File: src/rtl/pc_redirect_ctrl.sv
// -----------------------------------------------------------------------------
// pc_redirect_ctrl
//
// Central sequencer for the PC register. It arbitrates the redirect sources
// (CLINT interrupt, EX branch/jump, JTAG reset/halt) and the stall sources
// (EX, bus) into one registered jump_flag/jump_addr pair, a hold level and a
// JTAG reset pulse train. After every redirect a short flush window holds ID
// so wrong-path fetches drain before the pipe resumes.
//
// Optional feature macro: PC_CTRL_STATS_EN
//   defined   -> adds jump_cnt_o / hold_cnt_o saturating statistics counters
//   undefined -> those ports and counters are absent
//
// Ports
//   clk                in   1   clock, all state on posedge
//   rst                in   1   synchronous reset, active-high
//   ex_jump_req_i      in   1   EX branch/jump taken
//   ex_jump_addr_i     in   32  EX target
//   ex_hold_req_i      in   1   EX multi-cycle op stall
//   rib_hold_req_i     in   1   bus busy stall
//   clint_int_req_i    in   1   interrupt request (level, held until int_ack_o)
//   clint_int_addr_i   in   32  trap vector
//   jtag_halt_req_i    in   1   debug halt (level)
//   jtag_reset_req_i   in   1   debug core reset request
//   jump_flag_o        out  1   registered redirect pulse to pc_reg
//   jump_addr_o        out  32  registered redirect target (holds last target)
//   hold_flag_o        out  3   0 none, 1 hold PC, 2 hold IF, 3 hold ID
//   jtag_reset_flag_o  out  1   registered core reset to pc_reg/pipe
//   int_ack_o          out  1   registered, pulses with interrupt redirect
//   halted_o           out  1   1 while halted by debugger
//   jump_cnt_o         out  CNT_W  jump_flag_o pulse count (stats build only)
//   hold_cnt_o         out  CNT_W  cycles with hold_flag_o != 0 (stats build only)
// -----------------------------------------------------------------------------
module pc_redirect_ctrl #(
    parameter logic [31:0] RESET_ADDR      = 32'h0000_0000,
    parameter int          JTAG_RST_CYCLES = 4,
    parameter int          FLUSH_CYCLES    = 1,
    parameter int          CNT_W           = 32
) (
    input  logic              clk,
    input  logic              rst,
    input  logic              ex_jump_req_i,
    input  logic [31:0]       ex_jump_addr_i,
    input  logic              ex_hold_req_i,
    input  logic              rib_hold_req_i,
    input  logic              clint_int_req_i,
    input  logic [31:0]       clint_int_addr_i,
    input  logic              jtag_halt_req_i,
    input  logic              jtag_reset_req_i,
    output logic              jump_flag_o,
    output logic [31:0]       jump_addr_o,
    output logic [2:0]        hold_flag_o,
    output logic              jtag_reset_flag_o,
    output logic              int_ack_o,
    output logic              halted_o
`ifdef PC_CTRL_STATS_EN
    ,
    output logic [CNT_W-1:0]  jump_cnt_o,
    output logic [CNT_W-1:0]  hold_cnt_o
`endif
);

    localparam int RW = $clog2(JTAG_RST_CYCLES + 1);
    localparam int FW = $clog2(FLUSH_CYCLES + 1);

    localparam logic [2:0] HOLD_NONE = 3'd0;
    localparam logic [2:0] HOLD_PC   = 3'd1;
    localparam logic [2:0] HOLD_ID   = 3'd3;

    // Zero-length pulse trains or windows make no sense; stop elaboration.
    if (JTAG_RST_CYCLES < 1) begin : g_bad_jrst
        $error("pc_redirect_ctrl: JTAG_RST_CYCLES must be >= 1");
    end
    if (FLUSH_CYCLES < 1) begin : g_bad_flush
        $error("pc_redirect_ctrl: FLUSH_CYCLES must be >= 1");
    end
    if (CNT_W < 1) begin : g_bad_cnt
        $error("pc_redirect_ctrl: CNT_W must be >= 1");
    end

    typedef enum logic [1:0] {
        RUN   = 2'd0,
        FLUSH = 2'd1,
        HALT  = 2'd2,
        JRST  = 2'd3
    } state_t;

    state_t        state;
    logic [FW-1:0] flush_cnt;
    logic [RW-1:0] rst_cnt;

    // Any request that RUN would act on this cycle; stalls only apply when
    // nothing of higher priority is being taken.
    logic redirect_pending;
    assign redirect_pending = jtag_reset_req_i | clint_int_req_i |
                              ex_jump_req_i | jtag_halt_req_i;

    always_ff @(posedge clk) begin
        if (rst) begin
            state             <= RUN;
            jump_flag_o       <= 1'b0;
            jump_addr_o       <= RESET_ADDR;
            jtag_reset_flag_o <= 1'b0;
            int_ack_o         <= 1'b0;
            halted_o          <= 1'b0;
            flush_cnt         <= '0;
            rst_cnt           <= '0;
        end else begin
            // Redirect and ack are single-cycle pulses.
            jump_flag_o <= 1'b0;
            int_ack_o   <= 1'b0;
            case (state)
                RUN: begin
                    if (jtag_reset_req_i) begin
                        state             <= JRST;
                        rst_cnt           <= RW'(JTAG_RST_CYCLES);
                        jtag_reset_flag_o <= 1'b1;
                    end else if (clint_int_req_i) begin
                        jump_flag_o <= 1'b1;
                        jump_addr_o <= clint_int_addr_i;
                        int_ack_o   <= 1'b1;
                        flush_cnt   <= FW'(FLUSH_CYCLES);
                        state       <= FLUSH;
                    end else if (ex_jump_req_i) begin
                        jump_flag_o <= 1'b1;
                        jump_addr_o <= ex_jump_addr_i;
                        flush_cnt   <= FW'(FLUSH_CYCLES);
                        state       <= FLUSH;
                    end else if (jtag_halt_req_i) begin
                        halted_o <= 1'b1;
                        state    <= HALT;
                    end
                end
                FLUSH: begin
                    // EX requests here come from the wrong path and are dropped;
                    // level interrupts/halts are picked up again once in RUN.
                    if (jtag_reset_req_i) begin
                        state             <= JRST;
                        rst_cnt           <= RW'(JTAG_RST_CYCLES);
                        jtag_reset_flag_o <= 1'b1;
                        flush_cnt         <= '0;
                    end else if (flush_cnt <= FW'(1)) begin
                        flush_cnt <= '0;
                        state     <= RUN;
                    end else begin
                        flush_cnt <= flush_cnt - FW'(1);
                    end
                end
                HALT: begin
                    if (jtag_reset_req_i) begin
                        halted_o          <= 1'b0;
                        state             <= JRST;
                        rst_cnt           <= RW'(JTAG_RST_CYCLES);
                        jtag_reset_flag_o <= 1'b1;
                    end else if (!jtag_halt_req_i) begin
                        halted_o <= 1'b0;
                        state    <= RUN;
                    end
                end
                JRST: begin
                    // Fixed-length train: a new request here does not reload.
                    if (rst_cnt <= RW'(1)) begin
                        rst_cnt           <= '0;
                        jtag_reset_flag_o <= 1'b0;
                        state             <= RUN;
                    end else begin
                        rst_cnt <= rst_cnt - RW'(1);
                    end
                end
                default: state <= RUN;
            endcase
        end
    end

    // Hold level: derived from the registered state outside RUN, from the
    // stall inputs inside RUN. EX stall dominates the bus stall.
    always_comb begin
        hold_flag_o = HOLD_NONE;
        if (state == RUN) begin
            if (!redirect_pending) begin
                if (ex_hold_req_i) begin
                    hold_flag_o = HOLD_ID;
                end else if (rib_hold_req_i) begin
                    hold_flag_o = HOLD_PC;
                end
            end
        end else begin
            hold_flag_o = HOLD_ID;
        end
    end

`ifdef PC_CTRL_STATS_EN
    always_ff @(posedge clk) begin
        if (rst) begin
            jump_cnt_o <= '0;
            hold_cnt_o <= '0;
        end else begin
            if (jump_flag_o && (jump_cnt_o != {CNT_W{1'b1}})) begin
                jump_cnt_o <= jump_cnt_o + CNT_W'(1);
            end
            if ((hold_flag_o != HOLD_NONE) && (hold_cnt_o != {CNT_W{1'b1}})) begin
                hold_cnt_o <= hold_cnt_o + CNT_W'(1);
            end
        end
    end
`endif

endmodule

File: config.mk
export PLATFORM = sky130hd
export DESIGN_NAME = pc_redirect_ctrl
export DESIGN_NICKNAME = d
export VERILOG_FILES = /design/src/rtl/pc_redirect_ctrl.sv
export SDC_FILE = /design/constraint.sdc
export NUM_CORES = 1
export LEC_CHECK = 0
export BUFFER_PORTS_ARGS = -buffer_cell sky130_fd_sc_hd__buf_2
export CAP_MARGIN = 20
export CORE_MARGIN = 2
export CORE_UTILIZATION = 40
export CTS_CLUSTER_DIAMETER = 120
export DETAILED_ROUTE_END_ITERATION = 6
export PLACE_DENSITY = 0.74
export SETUP_SLACK_MARGIN = 0.05
export SLEW_MARGIN = 20
export SYNTH_ARGS = -nofsm -noshare
export SYNTH_HDL_FRONTEND = slang
export SYNTH_SLANG_ARGS = --single-unit
File: constraint.sdc
create_clock -name clk -period 4.1 [get_ports clk]
set_clock_uncertainty 0.15 [all_clocks]
set_input_delay 1.025 -clock clk [delete_from_list [all_inputs] [get_ports clk]]
set_output_delay 1.025 -clock clk [all_outputs]
set_load 0.01 [all_outputs]
; Yosys cells after proc, flatten, opt, wreduce, memory -nomap -nowiden
; Index checks and enable logic that the tools add are counted.
[word_totals]
out_inout_bits = 39
elab_cells = 79
register_bits = 42
[op_classes]
n_reduce_logical = 11
addsub = 2
n_eq_ne = 13
n_lt_le_gt_ge = 2
mux = 38
n_bitwise = 5
[ops]
columns = cell, count
row1 = 32-bit 2-to-1 mux, 2
row2 = 2-bit 2-to-1 mux, 11
row3 = 1-bit 2-to-1 mux, 17
row4 = "2-bit inequality test, second input constant", 5
row5 = 3-bit 2-to-1 mux, 3
row6 = "3-bit inequality test, second input constant", 3
row7 = 2-bit case mux with 4 select lines, 1
row8 = 1-bit case mux with 2 select lines, 3
row9 = 3-bit case mux with 2 select lines, 1
row10 = 3-bit AND reduction, 2
row11 = 6-bit AND reduction, 1
row12 = 2-bit nonzero test, 3
row13 = 3-bit OR reduction, 2
row14 = "5-bit inequality test, second input constant", 1
row15 = "2-bit == test, second input constant", 2
row16 = 4-bit AND reduction, 1
row17 = "3-bit by 1-bit <= comparator with 1-bit output, second input constant", 1
row18 = 1-bit bitwise OR, 3
row19 = "3-bit by 1-bit subtractor with 3-bit output, second input constant", 1
row20 = "2-bit by 1-bit == test with 1-bit output, second input constant", 1
row21 = 2-bit logical NOT, 1
row22 = "2-bit by 1-bit inequality test with 1-bit output, second input constant", 1
row23 = 1-bit inverter, 2
row24 = 2-bit AND reduction, 1
row25 = 2 further kinds, 2

; Depth between registers and ports, before layout
[logic_depth]
depth_word = 5
mapped_depth = 7
mapped_depth_nobuf = 6

; Least setup slack after synthesis
; OpenSTA, ideal clock, no wires.
[synth_timing]
path_type = input to output
start = in clint_int_req_i
end = out hold_flag_o[0]
required_time_ns = 2.925
arrival_ns = 1.883
setup_slack_ns = 1.042
stages = 5
path_cell_list = buf_6 -> buf_2 -> nor4_1 -> o21ai_0 -> nand2_1
[synth_via]
elab_chain_len = 5
[synth_rtl]
columns = element, line_no
row1 = from (decl), 46  ; input logic clint_int_req_i,
row2 = 1-bit bitwise OR (2 in series), 95  ; assign redirect_pending = jtag_reset_req_i | clint_int_req_i |
row3 = 1-bit bitwise OR, 96  ; ex_jump_req_i | jtag_halt_req_i;
row4 = 2-bit 2-to-1 mux, 180  ; if (!redirect_pending) begin
row5 = 3-bit 2-to-1 mux, 179  ; if (state == RUN) begin
row6 = to (decl), 52  ; output logic [2:0] hold_flag_o,
; Every way passes these cells.

; Worst setup path in the final report
[layout_timing]
start = in jtag_reset_req_i
end = out hold_flag_o[0]
[layout_via]
elab_chain_len = 5
[layout_rtl]
columns = element, line_no
row1 = from (decl), 49  ; input logic jtag_reset_req_i,
row2 = 1-bit bitwise OR (2 in series), 95
row3 = 1-bit bitwise OR, 96
row4 = 2-bit 2-to-1 mux, 180
row5 = 3-bit 2-to-1 mux, 179
; Every way passes these cells.

==> results.py <==
metrics = {
    "place": {
        "dp.final_hpwl_um": 3120,
        "dp_cells": 358,
        "post-place-ws_ns": 0.970,
        "placed_area_um2": 2500,
        "portBuffers": 109,
        "gp_congestion": 0.739,
    },
    "floorplan": {
        "die_width_um": 73.7,
        "rows": 25,
        "die_y_um": 73.7,
        "ios": 111,
        "design.core.area_um2": 4690,
        "die_area_um2": 5430,
        "start_util_pct": 41.4,
    },
    "layout": {
        "finish.net_count": 388,
        "final_area_um2": 2600,
        "stdcell_count": 366,
        "final_util_pct": 55.4,
        "fill_cells": 446,
        "area.growth.synth_to_final_pct": 33.9,
        "drive_gt1_share_pct": 40.7,
        "antenna_cells": 0,
        "register_area_um2": 821,
        "multi_input_area_um2": 1020,
    },
    "timing": {
        "worst_slew_pin_slew_ns": 0.770,
        "fmax_mhz": 319,
        "whs_ns": 0.321,
        "min_period_ns": 3.13,
        "min_period_over_period_pct": 76.4,
        "slew_violations": 0,
        "rsz0062_at_grt": "no",
        "finalSetupTns_ns": 0,
        "finalSetupViolations": 0,
        "setup_slack_ns": 0.968,
        "hold_violations": 0,
        "maxSlewHeadroom_pct": 48.7,
    },
    "setup_path": {
        "cpPeakStageDelay_ns": 0.41,
        "crit_top_cell": "buf_2",
        "crit_path_cell_trace": "buf_2 -> nor4_1 -> o21ai_0 -> nand2_1 -> buf_2",
        "ff2ff_setup_slack_ns": 2.21,
        "worstPathArrival_ns": 1.96,
        "cp.buffers_inverters": 2,
        "slowest_stage": "nor4_1",
        "criticalPathCategory": "in -> out",
        "path_max_fanout": 7,
        "critPathLaunchType": "primary input",
        "required_ns": 2.92,
        "crit_family": "simple AND/OR/NAND/NOR gates",
        "endpoint_kind": "output pin",
    },
    "clock_tree": {
        "root_buffer": "clkbuf_8",
        "post_cts_buffers": 0,
        "cts_hold_buffers": 0,
        "post_cts_resized": 0,
        "cts_made_buffers": 5,
        "htreeDepth": 2,
        "cts.clk_slew.worst_paths_ns": 0.08,
        "cts.path.max_buffers": 2,
        "worstSkewPairLatency_ns": 0.28,
        "clock_sinks": 41,
        "cts_tree": "done",
    },
    "logic_synthesis": {
        "async_flop_share_pct": 0,
        "avgSynthCellArea_um2": 9.34,
        "synth.most_common_cell": "dfxtp_1",
        "synth_nets": 285,
        "yosysTopAreaCell": "dfxtp_1",
        "ys_top_cells_by_area": "dfxtp_1 42%, mux2i_1 17%, a211oi_1 12%, nor2_1 7.2%, ha_1 3.2%",
        "synthCells": 208,
        "synth_cell_types": 32,
        "syn_area_um2": 1940,
        "synthTopCellsByCount": "41 x dfxtp_1, 37 x nor2_1, 33 x mux2i_1",
        "synth_edf_count": 0,
        "synth_top_area_share_pct": 42.3,
        "synth_seq_area_share_pct": 42.3,
        "yosysWarningCount": 0,
        "synthFlopType": "dfxtp_1",
        "ys_seq_elements": 41,
    },
    "hold_path": {
        "hp-class": "reg -> reg",
    },
    "grt": {
        "grt_max_degree": 42,
        "grt_pass1_wl_um": 6740,
        "grt-ovfl-total": 0,
        "antenna_found_initial": 0,
        "grt_pass1_vias": 1570,
        "grt_usage_pct": 15.9,
    },
    "route": {
        "viasPerCell": 4.81,
        "vias": 1762,
        "first_pass_iters": 4,
        "drtIter0Drc": 58,
        "wire_per_inst_um": 11.5,
        "drt_wl_total_um": 4210,
        "antenna_left": 0,
        "post-route-drc-count": 0,
    },
    "flow_run": {
        "max_cap_viol_count": 0,
    },
    "power": {
        "combPwrFrac_pct": 25.9,
        "seq_power_share_pct": 46.2,
        "vdd_drop_max_mv": 0.170,
        "p_total_mw": 1.01,
        "p_clk_share_pct": 28.0,
        "total_leakage_power_nw": 1.29,
        "p_switching_uw": 293,
        "p_int_uw": 717,
        "p_per_area_nw_per_um2": 389,
        "power.share.switching_pct": 29.0,
    },
    "outcome": {
        "status": "finished clean",
    },
}
## worst paths after layout
| check | from | endpoint | cells after the start |
|---|---|---|---|
| min reg2reg | halted_o$_SDFFE_PP0P_ | halted_o$_SDFFE_PP0P_ | 2 |
| max reg2reg | state[0]$_SDFFE_PP0P_ | state[1]$_SDFFE_PP0P_ | 6 |
| max | jtag_reset_req_i | hold_flag_o[0] | 5 |
| min | halted_o$_SDFFE_PP0P_ | halted_o$_SDFFE_PP0P_ | 2 |
## tightest hold or removal path, stage by stage (launching register included)
cell	delay, ns
dfxtp_1	0.32
nand2_1	0.06
a21oi_1	0.05
## routing by layer
metal | up-vias | share of wire (%) | global-route usage [%]
met1 | 752 | 42 | 19.3
met5 | - | 0 | 0
met4 | 0 | 1.2 | 7.47
li1 | 943 | - | -
met2 | 62 | 51 | 26.8
met3 | 5 | 5.5 | 3.29
## kinds of logic (layout without fill, tap and decap cells)
| kind of cell | Yosys count | after routing | synth area share (%) |
|---|---|---|---|
| compound gates | 50 | 50 | 19.3 |
| fa+ha+maj | 5 | 5 | 3.22 |
| buf+inv | 23 | 127 | 5.41 |
| flops | 41 | 41 | 42.3 |
| mux | 33 | 33 | 17.0 |
| other cells | 1 | 1 | 0.193 |
| simple gates | 55 | 55 | 12.6 |
## power groups by stage
stage / clock network, mW / registers, mW / logic, mW
6_report: 0.283 / 0.466 / 0.261
5_1_grt: 0.313 / 0.472 / 0.295
3_3_place_gp: 0 / 0.474 / 0.260
2_1_floorplan: 0 / 0.495 / 0.144
3_5_place_dp: 0 / 0.476 / 0.265
4_1_cts: 0.297 / 0.467 / 0.265
## cells in the final DEF (no fill, tap or decap)
master / count
buf_2: 109
dfxtp_1: 41
nor2_1: 37
mux2i_1: 33
a211oi_1: 32
nand2_1: 9
inv_1: 7
clkbuf_8: 7
ha_1: 5
o21ai_0: 4
nand2b_1: 3
buf_4: 3
a211o_1: 2
a21oi_2: 2
a21oi_1: 2
nor4_1: 1
o21ba_2: 1
o21a_1: 1
nor2_4: 1
or4b_4: 1
a21oi_4: 1
o21ai_2: 1
nor3_1: 1
nor3b_1: 1
o211ai_1: 1
or4b_1: 1
o21ai_1: 1
a31oi_1: 1
a22oi_1: 1
conb_1: 1
clkinv_2: 1
## sequential cells by signal, summed over array words and instances (netlist names)
register / flops
jump_addr_o: 32
rst_cnt: 3
jtag_reset_flag_o: 1
state: 2
int_ack_o: 1
jump_flag_o: 1
halted_o: 1
## final cells by class
| class | count | share of cell area (%) |
|---|---|---|
| Clock inverter | 1 | 0.192 |
| Multi-Input combinational cell | 144 | 39.1 |
| Sequential cell | 41 | 31.6 |
| Tap cell | 54 | 2.60 |
| Timing Repair Buffer | 112 | 21.8 |
| Clock buffer | 7 | 3.71 |
| Inverter | 7 | 1.01 |
Power figures use the tool's default switching activity.
